<file path="src/rtl/ucie_ctl_sb_rx_packet_assembler.sv">
// rtl/ucie_ctl_sb_rx_packet_assembler.sv - sideband RX chunk counter, word pairing and packet FIFO
// Gates the external 32-bit shift register, pairs two completed words per packet, queues packets.
module ucie_ctl_sb_rx_packet_assembler #(
  parameter int NC    = 8,
  parameter int DEPTH = 2
) (
  input  logic        i_clk,
  input  logic        i_reset,
  input  logic        i_enable,
  input  logic        i_chunk_valid,
  input  logic        i_sync,
  output logic        o_shift_en,
  input  logic [31:0] i_shift_word,
  output logic        o_pkt_valid,
  output logic [63:0] o_pkt_data,
  input  logic        i_pkt_ready,
  output logic        o_fifo_full,
  output logic        o_overflow,
  input  logic        i_clr_ovf
);

  localparam int CHUNKS = 32 / NC;
  localparam int CW     = (CHUNKS > 1) ? $clog2(CHUNKS) : 1;
  localparam int PW     = (DEPTH > 1) ? $clog2(DEPTH) : 1;
  localparam int OW     = $clog2(DEPTH + 1);
  localparam logic [CW-1:0] LAST_CHUNK = CW'(CHUNKS - 1);
  localparam logic [PW-1:0] LAST_SLOT  = PW'(DEPTH - 1);

  logic [CW-1:0] chunk_cnt;
  logic          half;
  logic          word_done;
  logic [31:0]   pkt_lo;
  logic [63:0]   mem [DEPTH];
  logic [PW-1:0] wr_ptr;
  logic [PW-1:0] rd_ptr;
  logic [OW-1:0] count;
  logic          push;
  logic          pop;
  logic          accept;
  logic          drop;

  assign o_shift_en  = i_chunk_valid & i_enable;
  assign o_pkt_valid = (count != '0);
  assign o_fifo_full = (count == OW'(DEPTH));
  assign o_pkt_data  = o_pkt_valid ? mem[rd_ptr] : '0;

  // A resync in the capture cycle wins, so a half-built packet can never be pushed.
  assign push   = word_done & half & ~i_sync;
  assign pop    = o_pkt_valid & i_pkt_ready;
  assign accept = push & (~o_fifo_full | pop);
  assign drop   = push & o_fifo_full & ~pop;

  always_ff @(posedge i_clk or negedge i_reset) begin
    if (!i_reset) begin
      chunk_cnt  <= '0;
      half       <= 1'b0;
      word_done  <= 1'b0;
      pkt_lo     <= '0;
      wr_ptr     <= '0;
      rd_ptr     <= '0;
      count      <= '0;
      o_overflow <= 1'b0;
    end else begin
      if (i_sync) begin
        chunk_cnt <= '0;
        half      <= 1'b0;
        word_done <= 1'b0;
      end else begin
        word_done <= o_shift_en && (chunk_cnt == LAST_CHUNK);
        if (o_shift_en)
          chunk_cnt <= (chunk_cnt == LAST_CHUNK) ? '0 : chunk_cnt + CW'(1);
        // The shift register holds the full word in the cycle after the wrap,
        // regardless of whether a new chunk shifts in at the end of that cycle.
        if (word_done) begin
          if (!half) begin
            pkt_lo <= i_shift_word;
            half   <= 1'b1;
          end else begin
            half   <= 1'b0;
          end
        end
      end

      if (accept)
        wr_ptr <= (wr_ptr == LAST_SLOT) ? '0 : wr_ptr + PW'(1);
      if (pop)
        rd_ptr <= (rd_ptr == LAST_SLOT) ? '0 : rd_ptr + PW'(1);
      if (accept && !pop)
        count <= count + OW'(1);
      else if (pop && !accept)
        count <= count - OW'(1);

      if (drop)
        o_overflow <= 1'b1;
      else if (i_clr_ovf)
        o_overflow <= 1'b0;
    end
  end

  always_ff @(posedge i_clk) begin
    if (accept)
      mem[wr_ptr] <= {i_shift_word, pkt_lo};
  end

endmodule

</file>
<file path="config.mk">
export PLATFORM = sky130hd
export DESIGN_NAME = ucie_ctl_sb_rx_packet_assembler
export DESIGN_NICKNAME = d
export VERILOG_FILES = /design/src/rtl/ucie_ctl_sb_rx_packet_assembler.sv
export SDC_FILE = /design/constraint.sdc
export NUM_CORES = 1
export LEC_CHECK = 0
export ABC_AREA = 1
export CAP_MARGIN = 15
export CORE_ASPECT_RATIO = 1.75
export CORE_MARGIN = 5
export CORE_UTILIZATION = 63
export CTS_CLUSTER_DIAMETER = 200
export CTS_CLUSTER_SIZE = 28
export DETAILED_ROUTE_END_ITERATION = 6
export DONT_BUFFER_PORTS = 1
export HOLD_SLACK_MARGIN = 0.03
export PLACE_DENSITY = 0.87
export SLEW_MARGIN = 20
export SYNTH_ARGS = -nofsm -noshare
export SYNTH_HDL_FRONTEND = slang
export SYNTH_SLANG_ARGS = --single-unit
</file>
<file path="constraint.sdc">
create_clock -name i_clk -period 4.75 [get_ports i_clk]
set_input_delay 0.7125 -clock i_clk [delete_from_list [all_inputs] [get_ports i_clk]]
set_output_delay 0.7125 -clock i_clk [all_outputs]
set_load 0.01 [all_outputs]
</file>
-- After elaboration in Yosys (flattened, before gate mapping)
Memory sizes are Yosys's and may differ from the RTL's.
Index checks and enable logic that the tools add are counted.
- bits in registers: 41
- memory bits (writable): 128
- bits of input ports: 39
- output and inout port bits: 68
- logic and storage cells: 55
- memories kept: 1
- $add $sub $neg: 5
- equality and inequality tests: 2
- muxes and demuxes: 16
- bitwise operators: 12
- reduce and logical (&&, ||, !) cells: 11
- memories (memory ; depth ; bits a word ; rd ports ; clocked after memory_dff ; write ports ; line ; RTL):
    mem ; 2 ; 64 ; 1 ; 0 ; 1 ; 33 ; logic [63:0] mem [DEPTH];
- operators with widths (operator ; number):
    $mux W64 ; 1
    $mux W1 ; 10
    $mux W2 ; 5
    $reduce_bool A2 Y1 ; 5
    $and A1 B1 Y1 ; 7
    $add A2 B1 Y2 const B ; 2
    $eq A2 B2 Y1 const B ; 2
    $not A1 Y1 ; 4
    $logic_and A1 B1 Y1 ; 3
    $reduce_and A3 Y1 ; 1
    $add A1 B1 Y1 const B ; 2
    $logic_not A1 Y1 ; 2
    $sub A2 B1 Y2 const B ; 1
    $or A1 B1 Y1 ; 1

-- Logic depth before layout (Yosys ltp)
Gate-level depths: netlist of run 1.
- word-level depth: 8
- gate-level depth with buffers: 10

-- Worst setup path before layout of run 1
OpenSTA, ideal clock, no wires.
- path type: input to register
- start: input port i_sync
- end: memory mem[1][0] (enable)
- arrival time: 3647 ps
- data required time: 4264 ps
- setup slack: 616 ps
- stages on the path: 3
- buffers on the path: 0
- cell sequence: nor2_1 -> nand2_1 -> nor2_1
- word-level cells in the longest chain between the ends: 5
- ends and longest elaborated chain (item ; line ; RTL):
    start, declared ; 11 ; input logic i_sync,
    $not A1 Y1 (no line) ; -- ;
    $and A1 B1 Y1 ; 48 ; assign push = word_done & half & ~i_sync;
    $and A1 B1 Y1 ; 50 ; assign accept = push & (~o_fifo_full | pop);
    $mux W1 ; 101 ; if (accept)
    $mux W1 (not written as such) ; 102 ; mem[wr_ptr] <= {i_shift_word, pkt_lo};
    end, declared ; 33 ;
No other way between the ends.

-- Final worst setup path of run 1
- start: register rd_ptr
- end: output port o_pkt_data[55]
- word-level cells in the longest chain between the ends: 2
- ends and longest elaborated chain (item ; line ; RTL):
    start, declared ; 35 ; logic [PW-1:0] rd_ptr;
    start signal, assigned ; 87 ; rd_ptr <= (rd_ptr == LAST_SLOT) ? '0 : rd_ptr + PW'(1);
    $mem_v2 Z2 W64 ; -- ;
    $mux W64 ; 45 ; assign o_pkt_data = o_pkt_valid ? mem[rd_ptr] : '0;
    end, declared ; 15 ; output logic [63:0] o_pkt_data,
No other way between the ends.

==> results of run 1 <==
-- state kept, by name (all words and copies together), names as in the netlist --
register and count:
o_overflow 1, chunk_cnt 2, mem 128, rd_ptr 1, wr_ptr 1, pkt_lo 32
count 2, word_done 1, half 1
-- worst max-delay path by stage --
stage,start,end
finish,rd_ptr,o_pkt_data[55]
CTS,rd_ptr,o_pkt_data[55]
detailed placement,rd_ptr,o_pkt_data[55]
floorplan,i_sync,mem[1][0]
global placement,rd_ptr,o_pkt_data[36]
global route,rd_ptr,o_pkt_data[25]
-- logic make-up (layout without fill, tap and decap cells) --
| family | count (synthesis) | in the layout | share of synthesized area (%) |
|---|---|---|---|
| AND/OR/NAND/NOR | 190 | 190 | 11.1 |
| adder cells (fa/ha/maj) | 2 | 2 | 0.377 |
| flip-flops | 169 | 169 | 73.3 |
| AO/OA/AOI/OAI | 99 | 99 | 8.93 |
| XOR/XNOR | 2 | 2 | 0.264 |
| buffers and inverters | 74 | 83 | 5.99 |
-- where the power goes --
| group | switching, mW | internal, mW |
|---|---|---|
| Clock | 0.568 | 0.787 |
| Sequential | 0.0218 | 1.60 |
| Combinational | 0.617 | 0.162 |
-- stage by stage --
step | hold slack, ns | worst slack, ns | util, %
final | 0.139 | 1.29 | 70.3
after global routing | 0.130 | 1.00 | 70.3
after CTS | 0.126 | 1.43 | 70.3
after detailed placement | 0.418 | 1.91 | 64.3
after global placement | 0.418 | 2.00 | 64.3
after floorplan | 0.417 | 0.616 | -
-- routing by layer --
| metal | vias to the layer above | GRT usage (%) | wire length (µm) |
|---|---|---|---|
| li1 | 1784 | - | - |
| met1 | 1860 | 22.8 | 4390 |
| met2 | 142 | 36.3 | 6890 |
| met3 | 22 | 6.35 | 926 |
| met4 | 0 | 10.1 | 321 |
| met5 | - | 0 | 0 |
-- cells in the final DEF (no fill, tap or decap), types with 7 or more instances in the layout --
cell type	instances
sky130_fd_sc_hd__a21oi_1	65
sky130_fd_sc_hd__clkbuf_16	17
sky130_fd_sc_hd__dfrtp_1	40
sky130_fd_sc_hd__edfxtp_1	128
sky130_fd_sc_hd__inv_1	43
sky130_fd_sc_hd__nand2_1	178
sky130_fd_sc_hd__o21ai_1	7
sky130_fd_sc_hd__o21ai_2	26
-- worst max-delay path, stage by stage, from the launching register on --
cell and delay (ns):
sky130_fd_sc_hd__dfrtp_2 0.34, sky130_fd_sc_hd__buf_4 0.57, sky130_fd_sc_hd__clkinv_2 0.91, sky130_fd_sc_hd__nand2_1 0.28, sky130_fd_sc_hd__a21oi_1 0.17
-- area by class of cell --
cell class	instances	area [µm²]	share of cell area, %
clock inverter	14	164	2.26
timing repair buffer	5	57.6	0.795
sequential	169	4870	67.3
clock buffer	18	429	5.93
inverter	46	174	2.40
tap	127	159	2.19
multi-input combinational	293	1390	19.2
==> run summary, run 1 <==
Setup repair after global routing left no endpoint under its margin. The run gives 0.00664 mm² as the total standard cell area after synthesis. From bottom edge to top edge, the die measures 146 µm. The routed layout has 3808 vias. In the synthesized netlist the async set-or-reset flop fraction comes to 24.3%. The run finished with clean final reports.

Worst hold path class: in -> async. The initial utilization of the core area, before any placement, comes to 64.5%. The number of nets in the synthesized netlist came out at 577. The sink count of the clock tree was 169. Max-slew violation count: 0. The largest net degree at the start of global routing is 67. In the synthesized netlist, the number of instances is 536. TritonCTS built the clock tree. The achievable clock frequency was 289 MHz; the half-perimeter wire length of the detailed placement result was 7670 µm. The die covers 0.0128 mm². For this run, design rule violations remaining after detail routing come to 0. The tools report the buffer count from post-CTS setup fixing as 0. The die extent in x came out at 87.6 µm. After layout, the design draws a total of 3.76 mW. The repair_antennas step left the layout with diodes totalling 0.

Global routing finished with a remaining overflow of 0. Dividing the detail-routed via count by the number of cells gives 5.67. The congestion estimate from routability-driven global placement came to 0.778. Before antenna repair, the detailed router went through 4 iterations. Across the VDD grid, the largest voltage drop is 0.319 mV. The number of enable flip-flop cells after synthesis was 128; the post-cts hold buffer count was 1.

The ratio of cells with drive above 1 in the final layout was 12.7%. The count of nets left with antenna violations once routing finished came out at 0. The clock slew seen by the registers of the worst setup and hold paths is 0.07 ns.

By area the synthesized netlist is led by sky130_fd_sc_hd__edfxtp_1, sky130_fd_sc_hd__dfrtp_1, sky130_fd_sc_hd__nand2_1, sky130_fd_sc_hd__a21oi_1, sky130_fd_sc_hd__o21ai_2. The number of cells upsized or downsized after cts was 0; the cell area after layout was 0.00724 mm². The register bit count reported by yosys was 169. The cell type with the highest aggregate area in the netlist is sky130_fd_sc_hd__edfxtp_1. The count of input and output buffers was 0.

For this block, the routed nets add up to 12500 µm of wire. The run gives 22 as the count of cell types in the netlist. The insertion delay to the later sink of the worst-skew pair was 0.42 ns; the synthesis-to-layout area growth was 9.06%.

In this run the worst path has a maximum fanout of 66. By instance count, the leading cell after synthesis is sky130_fd_sc_hd__nand2_1. In this run the critical register-to-register path is captured at mem[1][23].

The number of global-route vias before repair was 3975; the yosys synthesis warning count was 0. The setup path with the least slack is of type reg -> out. The area share of the largest cell type after synthesis came out at 57.9%. Counting instances in the post-synthesis netlist gives the leading cell types as sky130_fd_sc_hd__nand2_1, sky130_fd_sc_hd__edfxtp_1, sky130_fd_sc_hd__a21oi_1. A synthesized cell averages 12.4 µm².

After detailed placement, the total cell area comes to 0.00662 mm². In this run the clock root is driven by a sky130_fd_sc_hd__clkbuf_16. The post-route non-filler standard cell count is 672, and the portion of the post-synthesis area used by sequential elements is 73.3%.

In this run, the number of DRC markers left after iteration 0 of detailed routing was 238. The category of the worst setup path launch point is a flop. Arrival time reported for the critical path endpoint: 2.75 ns.

The critical register-to-register path startpoint was word_done. The cell count after placement is 639, and the fill cell total of the finished layout is 696. The clock skew after layout is 0.00896 ns.

Required time reported for the critical path endpoint: 4.04 ns. In this run the deepest clock path goes through 2 buffers. Setup violations remaining at the end of the flow were counted as 0.

The initial antenna violation count was 0. In this run the core area contains 49 standard-cell rows. The prevailing post-synth register cell was sky130_fd_sc_hd__edfxtp_1. Counting the buffers created by CTS gives 17. The final-report hold violation count is 0, and the ratio of total power to cell area is 519 mW/mm². For this run, the total global-route usage over all layers was measured as 21.0%. Measured in cells, the most critical reg-to-reg path has a length of 5. The run gives 0.0103 mm² as the area of the core region. Adding up every negative setup slack in the final design gives 0 ns. The I/O pin count was 107; the average wire per standard cell was 18.6 µm. The worst path uses 72.9% of the clock period. CTS built an H-tree with a depth of 4. STA classifies the critical path endpoint as an output port.

The global-route wire length before repair is 19900 µm. In this run the tightest slew margin relative to its limit is 37.1%. The run gives 0 as the count of maximum capacitance violations.

The register-to-register setup slack is 2.30 ns, and the standby leakage power is 2.89 nW. The final layout contains 573 nets. The post-route minimum period is 3.46 ns, and the actual transition at the worst max-transition pin is 0.943 ns.
Note: power is estimated with default switching activity, not from simulation.
==> run 2: changes to the inputs <==
--- a/config.mk
+++ b/config.mk
@@ -9,13 +9,13 @@
 export CAP_MARGIN = 15
 export CORE_ASPECT_RATIO = 1.75
 export CORE_MARGIN = 5
-export CORE_UTILIZATION = 63
+export CORE_UTILIZATION = 57
 export CTS_CLUSTER_DIAMETER = 200
 export CTS_CLUSTER_SIZE = 28
 export DETAILED_ROUTE_END_ITERATION = 6
 export DONT_BUFFER_PORTS = 1
 export HOLD_SLACK_MARGIN = 0.03
-export PLACE_DENSITY = 0.87
+export PLACE_DENSITY = 0.83
 export SLEW_MARGIN = 20
 export SYNTH_ARGS = -nofsm -noshare
 export SYNTH_HDL_FRONTEND = slang
==> constraint.sdc (replaced) <==
create_clock -name i_clk -period 3.15 [get_ports i_clk]
set_input_delay 0.4725 -clock i_clk [delete_from_list [all_inputs] [get_ports i_clk]]
set_output_delay 0.4725 -clock i_clk [all_outputs]
set_load 0.01 [all_outputs]
==> run 2 against run 1 <==
  * Critical path depth down 1
  * Cell area rose by 0.21%
  * Via count grew 1.5%
  * Die area rose by 9.5%
  * Sequential cell count is the same
  * Sequential share of layout area shrank 0.14 points
  * First-iteration DRC count is 5.0% lower
  * Register-to-register slack got worse by 1.3 ns
  * Worst setup slack lost 0.61 ns
  * Largest power group unchanged
  * Final cell count is 1.6% higher
==> run summary, run 2 (same netlist as run 1, synthesis figures left out) <==
The number of H-tree levels was 4 (unchanged). The smallest clock period supported by the final layout is computed as 2.47 ns. The number of buffers added by the clock tree synthesis step is 17 (unchanged). In this run the top signal layer used is met4. The worst setup path is captured at an output port. The actual transition at the worst max-transition pin is 0.935 ns (-0.00826 ns), and the largest net degree at the start of global routing is 66 (-1.5%). mem holds more flip-flops than any other register. The cell area after layout was 0.00726 mm² (+0.21%); the number of remaining DRC errors was 0 (unchanged). Post-detailed-routing wire length: 12900 µm (+3.2%). Leaving out fill and tap cells, the most frequent cell in the layout is sky130_fd_sc_hd__nand2_1. The tools report the I/O pin count as 107 (unchanged).

The tools report the global-route wire length before repair as 20600 µm (+3.2%). The number of cells upsized or downsized after cts came out at 0 (unchanged). The average wire per standard cell is 18.9 µm (+1.5%). The floorplan die area is 0.0140 mm² (+9.5%).

The final-layout setup total negative slack came out at 0 ns (unchanged). The total number of placement rows was 52 (+6.1%); the count of input and output buffers was 0 (unchanged). The number of DRC markers after the initial detailed-route iteration was 226 (-5.0%); the detailed-route vias per instance was 5.66 (-0.14%). The run gives 57.7% (-6.8 points) as the initial core utilization. The cell depth of the worst hold path came out at 1. The cell chosen for the clock root was sky130_fd_sc_hd__clkbuf_16. For the standby leakage power, the log shows 2.91 nW (+0.52%). The number of flip-flops in the largest register came out at 128 (unchanged). The cell count after placement was 650 (+1.7%).

The clock skew after layout was 0.0112 ns (+0.00225 ns); the peak supply drop was 0.952 mV (+200%). The run gives 0.100 ns (-0.0386 ns) as the worst slack on hold paths. The clock slew seen by the registers of the worst setup and hold paths was 0.07 ns (about the same); the final-report hold violation count was 0 (unchanged).

For the sum of met2 wire segment lengths after detailed routing, the log shows 7050 µm (+2.3%). Leaving out fill and tap cells, the most frequent cells in the layout are sky130_fd_sc_hd__nand2_1, sky130_fd_sc_hd__edfxtp_1, sky130_fd_sc_hd__a21oi_1. Count of cells along the worst register-to-register path: 8 (+3). The initial antenna violation count was 0 (unchanged).

The category of the worst setup path launch point was a flop. For the final weighted congestion in routability-driven placement, the log shows 0.776 (-0.18%). Of the available clock period, the critical path in the final layout requires 78.5%.

TritonCTS built the clock tree. The logs give 2.68 ns (-1.36 ns) for the required time reported for the critical path endpoint and 0.0115 mm² (+12%) for the area of the core region. Y dimension of the die: 153 µm (+4.8%). The logs give 0.00668 mm² (+0.87%) for the area after detailed placement and 0 (unchanged) for the global route total overflow.

The worst hold path class is in -> reg. The run finished with clean final reports. The startpoint identified for the worst register-to-register timing path is count[0].

From synthesis to final layout, the design area changed by 9.29%. The endpoint of the most critical register-to-register path was count[1]. The tools report the register-to-register setup slack as 0.97 ns (-1.33 ns). The largest registers in the layout are mem: 128 flops, pkt_lo: 32 flops. The arrival time reported for the critical path endpoint is 2.00 ns (-0.75 ns), and the minimum setup slack in the final design is 0.677 ns (-0.610 ns). The global routing usage summed across all routing layers was 19.2% (-1.8 points).

For hold timing, the worst endpoint is chunk_cnt[1]. For the max-slew violation count, the log shows 0 (unchanged). The sink count of the clock tree is 169 (unchanged). The ratio of total power to cell area was 773 mW/mm² (+49%).

The die extent in x came out at 91.6 µm (+4.5%). Worst relative slew slack: 37.7% (+0.55 points). Setup repair after global routing left no endpoint under its margin. The ratio of cells with drive above 1 in the final layout was 12.4% (-0.25 points). The number of nets still failing antenna checks after routing was 0 (unchanged).

Maximum buffer depth of the clock tree: 2 (unchanged). The detailed-route wire length on metal 1 was 4670 µm (+6.5%). The logs give 0 (unchanged) for the antenna diode instance count and 726 µm (-22%) for the routed length on met3. Placement-stage worst setup slack: 0.979 ns (-0.930 ns).

The run gives 841 (+21%) as the fill cell total of the finished layout. Based on the critical path, the design can be clocked at up to 404 MHz. Count of vias placed by the detailed router: 3865 (+1.5%). The first-pass iteration count of the detailed router was 5 (+1); the number of global-route vias before repair was 4014 (+0.98%). The half-perimeter wire length of the detailed placement result is 8010 µm (+4.4%). Launch instance of the worst min-delay path: i_sync.

The critical-path maximum fanout works out to 34 (-48%). The critical path is of the reg -> out type. The setup violation total in the final timing report came out at 0 (unchanged). The logs give 0.42 ns (about the same) for the insertion delay to the later sink of the worst-skew pair and 0 (unchanged) for the count of maximum capacitance violations. The final-stage net count was 577 (+0.70%). The post-route non-filler standard cell count came out at 683 (+1.6%).
[run 2: cell count changes in the layout (fill, tap and decap cells not counted), sizes merged]
cell / change
inv: -2
clkinv: +4
clkinvlp: -2
bufinv: -1
buf: +3
dlygate4sd3: +1
[run 2: routing by layer]
layer | global-route usage, % | vias up
li1 | - | 1800
met1 | 19.7 | 1892
met2 | 34.3 | 132
met3 | 5.83 | 41
met4 | 10.6 | 0
met5 | 0 | -
[run 2: critical path: stages (launching register included)]
cell,delay (ns)
sky130_fd_sc_hd__dfrtp_1,0.44
sky130_fd_sc_hd__nor2_4,0.68
sky130_fd_sc_hd__buf_12,0.28
sky130_fd_sc_hd__a21oi_1,0.13
[run 2: power breakdown]
part	switching (mW)	total [mW]	leakage, nW	internal [mW]
registers	0.0343	2.45	1.78	2.42
logic	0.972	1.25	0.859	0.281
clock network	0.807	1.90	0.266	1.09
[run 2: through the flow]
| step | util, % | total power [mW] |
|---|---|---|
| 4_1_cts | 63.0 | 5.65 |
| 5_1_grt | 63.0 | 5.85 |
| 3_5_place_dp | 58.0 | 3.75 |
| 3_3_place_gp | 58.0 | 3.71 |
| 6_report | 63.0 | 5.61 |
| 2_1_floorplan | - | 3.52 |
[run 2: area by class of cell]
type	count	area (µm²)	share of cell area (%)
flip-flops and latches	169	4870	67.1
clock inverters	13	103	1.41
inverters	46	173	2.38
clock buffers	18	439	6.05
multi-input cells	293	1390	19.1
repair buffers	9	115	1.59
well taps	135	169	2.33
[run 2: how the worst max path moves through the flow]
stage / from / to
2_1_floorplan: i_sync / mem[1][0]
3_3_place_gp: count[0] / count[1]
3_5_place_dp: count[0] / count[1]
4_1_cts: count[0] / o_pkt_data[5]
5_1_grt: count[0] / o_pkt_data[9]
6_report: count[0] / o_pkt_data[33]
[run 2: timing repair]
item | CTS | global route
hold buffers | 2 | 0
setup buffers | 0 | 0
hold endpoints to repair | 41 | 0
==> run 3: changes to the inputs <==
--- a/config.mk
+++ b/config.mk
@@ -9,13 +9,13 @@
 export CAP_MARGIN = 15
 export CORE_ASPECT_RATIO = 1.75
 export CORE_MARGIN = 5
-export CORE_UTILIZATION = 57
+export CORE_UTILIZATION = 63
 export CTS_CLUSTER_DIAMETER = 200
 export CTS_CLUSTER_SIZE = 28
 export DETAILED_ROUTE_END_ITERATION = 6
 export DONT_BUFFER_PORTS = 1
 export HOLD_SLACK_MARGIN = 0.03
-export PLACE_DENSITY = 0.83
+export PLACE_DENSITY = 0.87
 export SLEW_MARGIN = 20
 export SYNTH_ARGS = -nofsm -noshare
 export SYNTH_HDL_FRONTEND = slang
==> constraint.sdc (replaced) <==
create_clock -name i_clk -period 2.3 [get_ports i_clk]
set_input_delay 0.345 -clock i_clk [delete_from_list [all_inputs] [get_ports i_clk]]
set_output_delay 0.345 -clock i_clk [all_outputs]
set_load 0.01 [all_outputs]
==> run 3 against run 2 <==
  * Via count increased by 6.0%
  * Sequential cell count unchanged
  * Combinational power increased by 40%
  * Critical endpoint is now o_pkt_data[27]
  * Largest cell class unchanged
  * Largest power group unchanged
==> run summary, run 3 (same netlist as run 1, synthesis figures left out) <==
The flow ran to the end, and the final reports show no timing, DRC or antenna violations. The logs give 0.0128 mm² (-8.7%) for the floorplan die area and 1.73 ns (-0.27 ns) for the arrival time reported for the critical path endpoint. The fraction of power spent switching nets was 31.2% (-1.2 points); the number of H-tree levels was 4 (unchanged). Fill cell total of the finished layout: 629 (-25%). Setup repair after global routing left no endpoint under its margin. The number of nets still failing antenna checks after routing was 0 (unchanged); the peak supply drop was 0.921 mV (-3.3%). The delay contributed by the slowest stage of the critical path was 0.42 ns (-0.26 ns). The tools report the standby leakage power as 3.06 nW (+5.3%). The largest register by flop count was mem. The I/O pin count was 107 (unchanged); the average wire per standard cell was 19.5 µm (+3.2%). The run gives 22.5% (+0.2 points) as the part of the total power dissipated in combinational logic.

The most common cell after layout, fill and taps aside is sky130_fd_sc_hd__nand2_1. The tools report the buffer count from post-CTS setup fixing as 0 (unchanged). The switching power is 2.43 mW (+34%), and the final-report hold violation count is 0 (unchanged).

Clock tree synthesis selected as its root buffer the cell sky130_fd_sc_hd__clkbuf_16. Worst hold path class: in -> reg. The internal power came out at 5.37 mW (+41%). Critical-path maximum fanout: 40 (+18%).

The logs give 0.00747 ns (-0.00375 ns) for the clock skew after layout and 7.80 mW (+39%) for the total chip power. The post-route non-filler standard cell count is 715 (+4.7%), and the first-pass iteration count of the detailed router is 5 (unchanged). The worst path uses 90.0% of the clock period.

The final weighted congestion in routability-driven placement came out at 0.797 (+2.7%). Final-stage net count: 615 (+6.6%). The count of vias placed by the detailed router is 4095 (+6.0%). The number of buffers added by the clock tree synthesis step is 17 (unchanged), and the insertion delay to the later sink of the worst-skew pair is 0.42 ns (about the same).

The ratio of cells with drive above 1 in the final layout is 11.9% (-0.48 points), and the setup violation total in the final timing report is 0 (unchanged). The number of remaining DRC errors came out at 0 (unchanged). The detailed-route vias per instance is 5.73 (+1.2%), and the share of total power in sequential cells is 43.2% (-0.6 points).

Share of total power in the clock network: 34.3% (+0.4 points). The worst path needs 2.07 ns of the cycle, external delays included. The worst relative slew slack was 67.6% (+30 points).

The logs give 14000 µm (+8.0%) for the post-detailed-routing wire length and 0 (unchanged) for the count of maximum capacitance violations. For the maximum buffer depth of the clock tree, the log shows 2 (unchanged). The cell count after placement was 646 (-0.62%); the half-perimeter wire length of the detailed placement result was 8270 µm (+3.3%). The sink count of the clock tree is 169 (unchanged), and the number of global-route vias before repair is 4251 (+5.9%).

The y dimension of the die came out at 146 µm (-4.6%). The largest registers in the layout are mem: 128 flops, pkt_lo: 32 flops. The synthesis-to-layout area growth came out at 15.0%.

The actual transition at the worst max-transition pin is 0.486 ns (-0.449 ns). The initial antenna violation count was 1 (+1). The initial core utilization was 64.5% (+6.8 points); the max-slew violation count was 0 (unchanged).

The share of the core filled with cells in the final layout was 74.1% (+11 points); the die extent in x was 87.6 µm (-4.4%). The area of the core region is 0.0103 mm² (-11%). The critical path goes through inv_2 -> buf_12 -> nand2_1 -> a21oi_1. The critical path is of the reg -> out type. Global-route wire length before repair: 22000 µm (+7.0%). Global route total overflow: 0 (unchanged). The ratio of total power to cell area was 1020 mW/mm² (+32%); the final-layout setup total negative slack was 0 ns (unchanged).

The type of element capturing the critical path was an output port. The largest net degree at the start of global routing was 66 (unchanged). TritonCTS built the clock tree. The top cell types in the final layout, fill and taps aside, are sky130_fd_sc_hd__nand2_1, sky130_fd_sc_hd__edfxtp_1, sky130_fd_sc_hd__a21oi_1. The logs give 1.96 ns (-0.72 ns) for the required time reported for the critical path endpoint and 483 MHz for the achievable clock frequency. The number of DRC markers after the initial detailed-route iteration was 329 (+46%). The total number of placement rows was 49 (-5.8%). The global routing usage summed across all routing layers is 23.2% (+4.0 points). STA classifies the critical path startpoint as a flop. The count of input and output buffers is 0 (unchanged), and the number of flip-flops in the largest register is 128 (unchanged). The critical path's slowest cell was sky130_fd_sc_hd__dfrtp_2. The clock slew seen by the registers of the worst setup and hold paths came out at 0.06 ns (about the same).
## run 3: cell count changes in the layout (fill, tap and decap cells not counted), moves of 2 or more
cell,previous run,this run
sky130_fd_sc_hd__clkinv_1,4,1
sky130_fd_sc_hd__clkinvlp_4,1,3
sky130_fd_sc_hd__buf_4,5,8
sky130_fd_sc_hd__clkbuf_1,0,6
sky130_fd_sc_hd__clkinv_4,2,0
sky130_fd_sc_hd__dlygate4sd3_1,1,35
## run 3: cell type report
class | count | area [µm²] | area share, %
antenna | 1 | 2.50 | 0.0328
sequential | 169 | 4870 | 63.8
inverter | 46 | 176 | 2.31
timing repair buffer | 47 | 482 | 6.31
clock inverter | 8 | 97.6 | 1.28
tap | 127 | 159 | 2.08
multi-input combinational | 293 | 1390 | 18.2
clock buffer | 24 | 462 | 6.05
## run 3: metrics by stage
stage / hold WS, ns / area [µm²] / setup WS (ns)
4_1_cts: 0.0520 / 7630 / 0.0696
6_report: 0.0613 / 7640 / 0.229
5_1_grt: 0.0587 / 7640 / 0.105
3_3_place_gp: 0.0509 / 6700 / 0.570
3_5_place_dp: 0.0508 / 6700 / 0.490
2_1_floorplan: 0.0494 / 6650 / 0.213
## run 3: path summary, 6_finish.rpt
path / startpoint / endpoint / slack (ns) / cells past startpoint
min reg2reg: pkt_lo[13] / mem[1][13] / 0.47 / 0
max reg2reg: word_done / mem[1][46] / 0.48 / 5
max in group asynchronous: i_reset / rd_ptr / 1.66 / 2
max: rd_ptr / o_pkt_data[27] / 0.23 / 4
min: i_shift_word[11] / pkt_lo[11] / 0.06 / 2
min in group asynchronous: i_reset / pkt_lo[9] / 0.42 / 2
## run 3: critical path, delay by kind of cell, from the launching register on
kind	cells	cell delay, ns
AOI/OAI and AO/OA	1	0.32
and+or+nand+nor	1	0.08
buffers and inverters	2	0.46
DFF	1	0.42
## run 3: timing repair
item,4_1_cts,5_1_grt
endpoints found under the hold margin,108,0
resized for setup,0,1
setup endpoints to repair,0,2
hold buffers,36,0
## run 3: routing by layer
layer | part of all wire (%) | up-vias | GRT usage, %
met3 | 8.0 | 37 | 7.03
li1 | - | 1872 | -
met2 | 56 | 205 | 40.7
met4 | 3.0 | 0 | 10.6
met1 | 33 | 1981 | 24.9
met5 | 0 | - | 0
## run 3: power groups by stage
stage	logic (mW)	clock network [mW]	registers, mW
5_1_grt	1.94	2.85	3.37
3_3_place_gp	1.63	0	3.42
3_5_place_dp	1.68	0	3.43
2_1_floorplan	1.41	0	3.40
6_report	1.75	2.68	3.37
4_1_cts	1.77	2.71	3.36
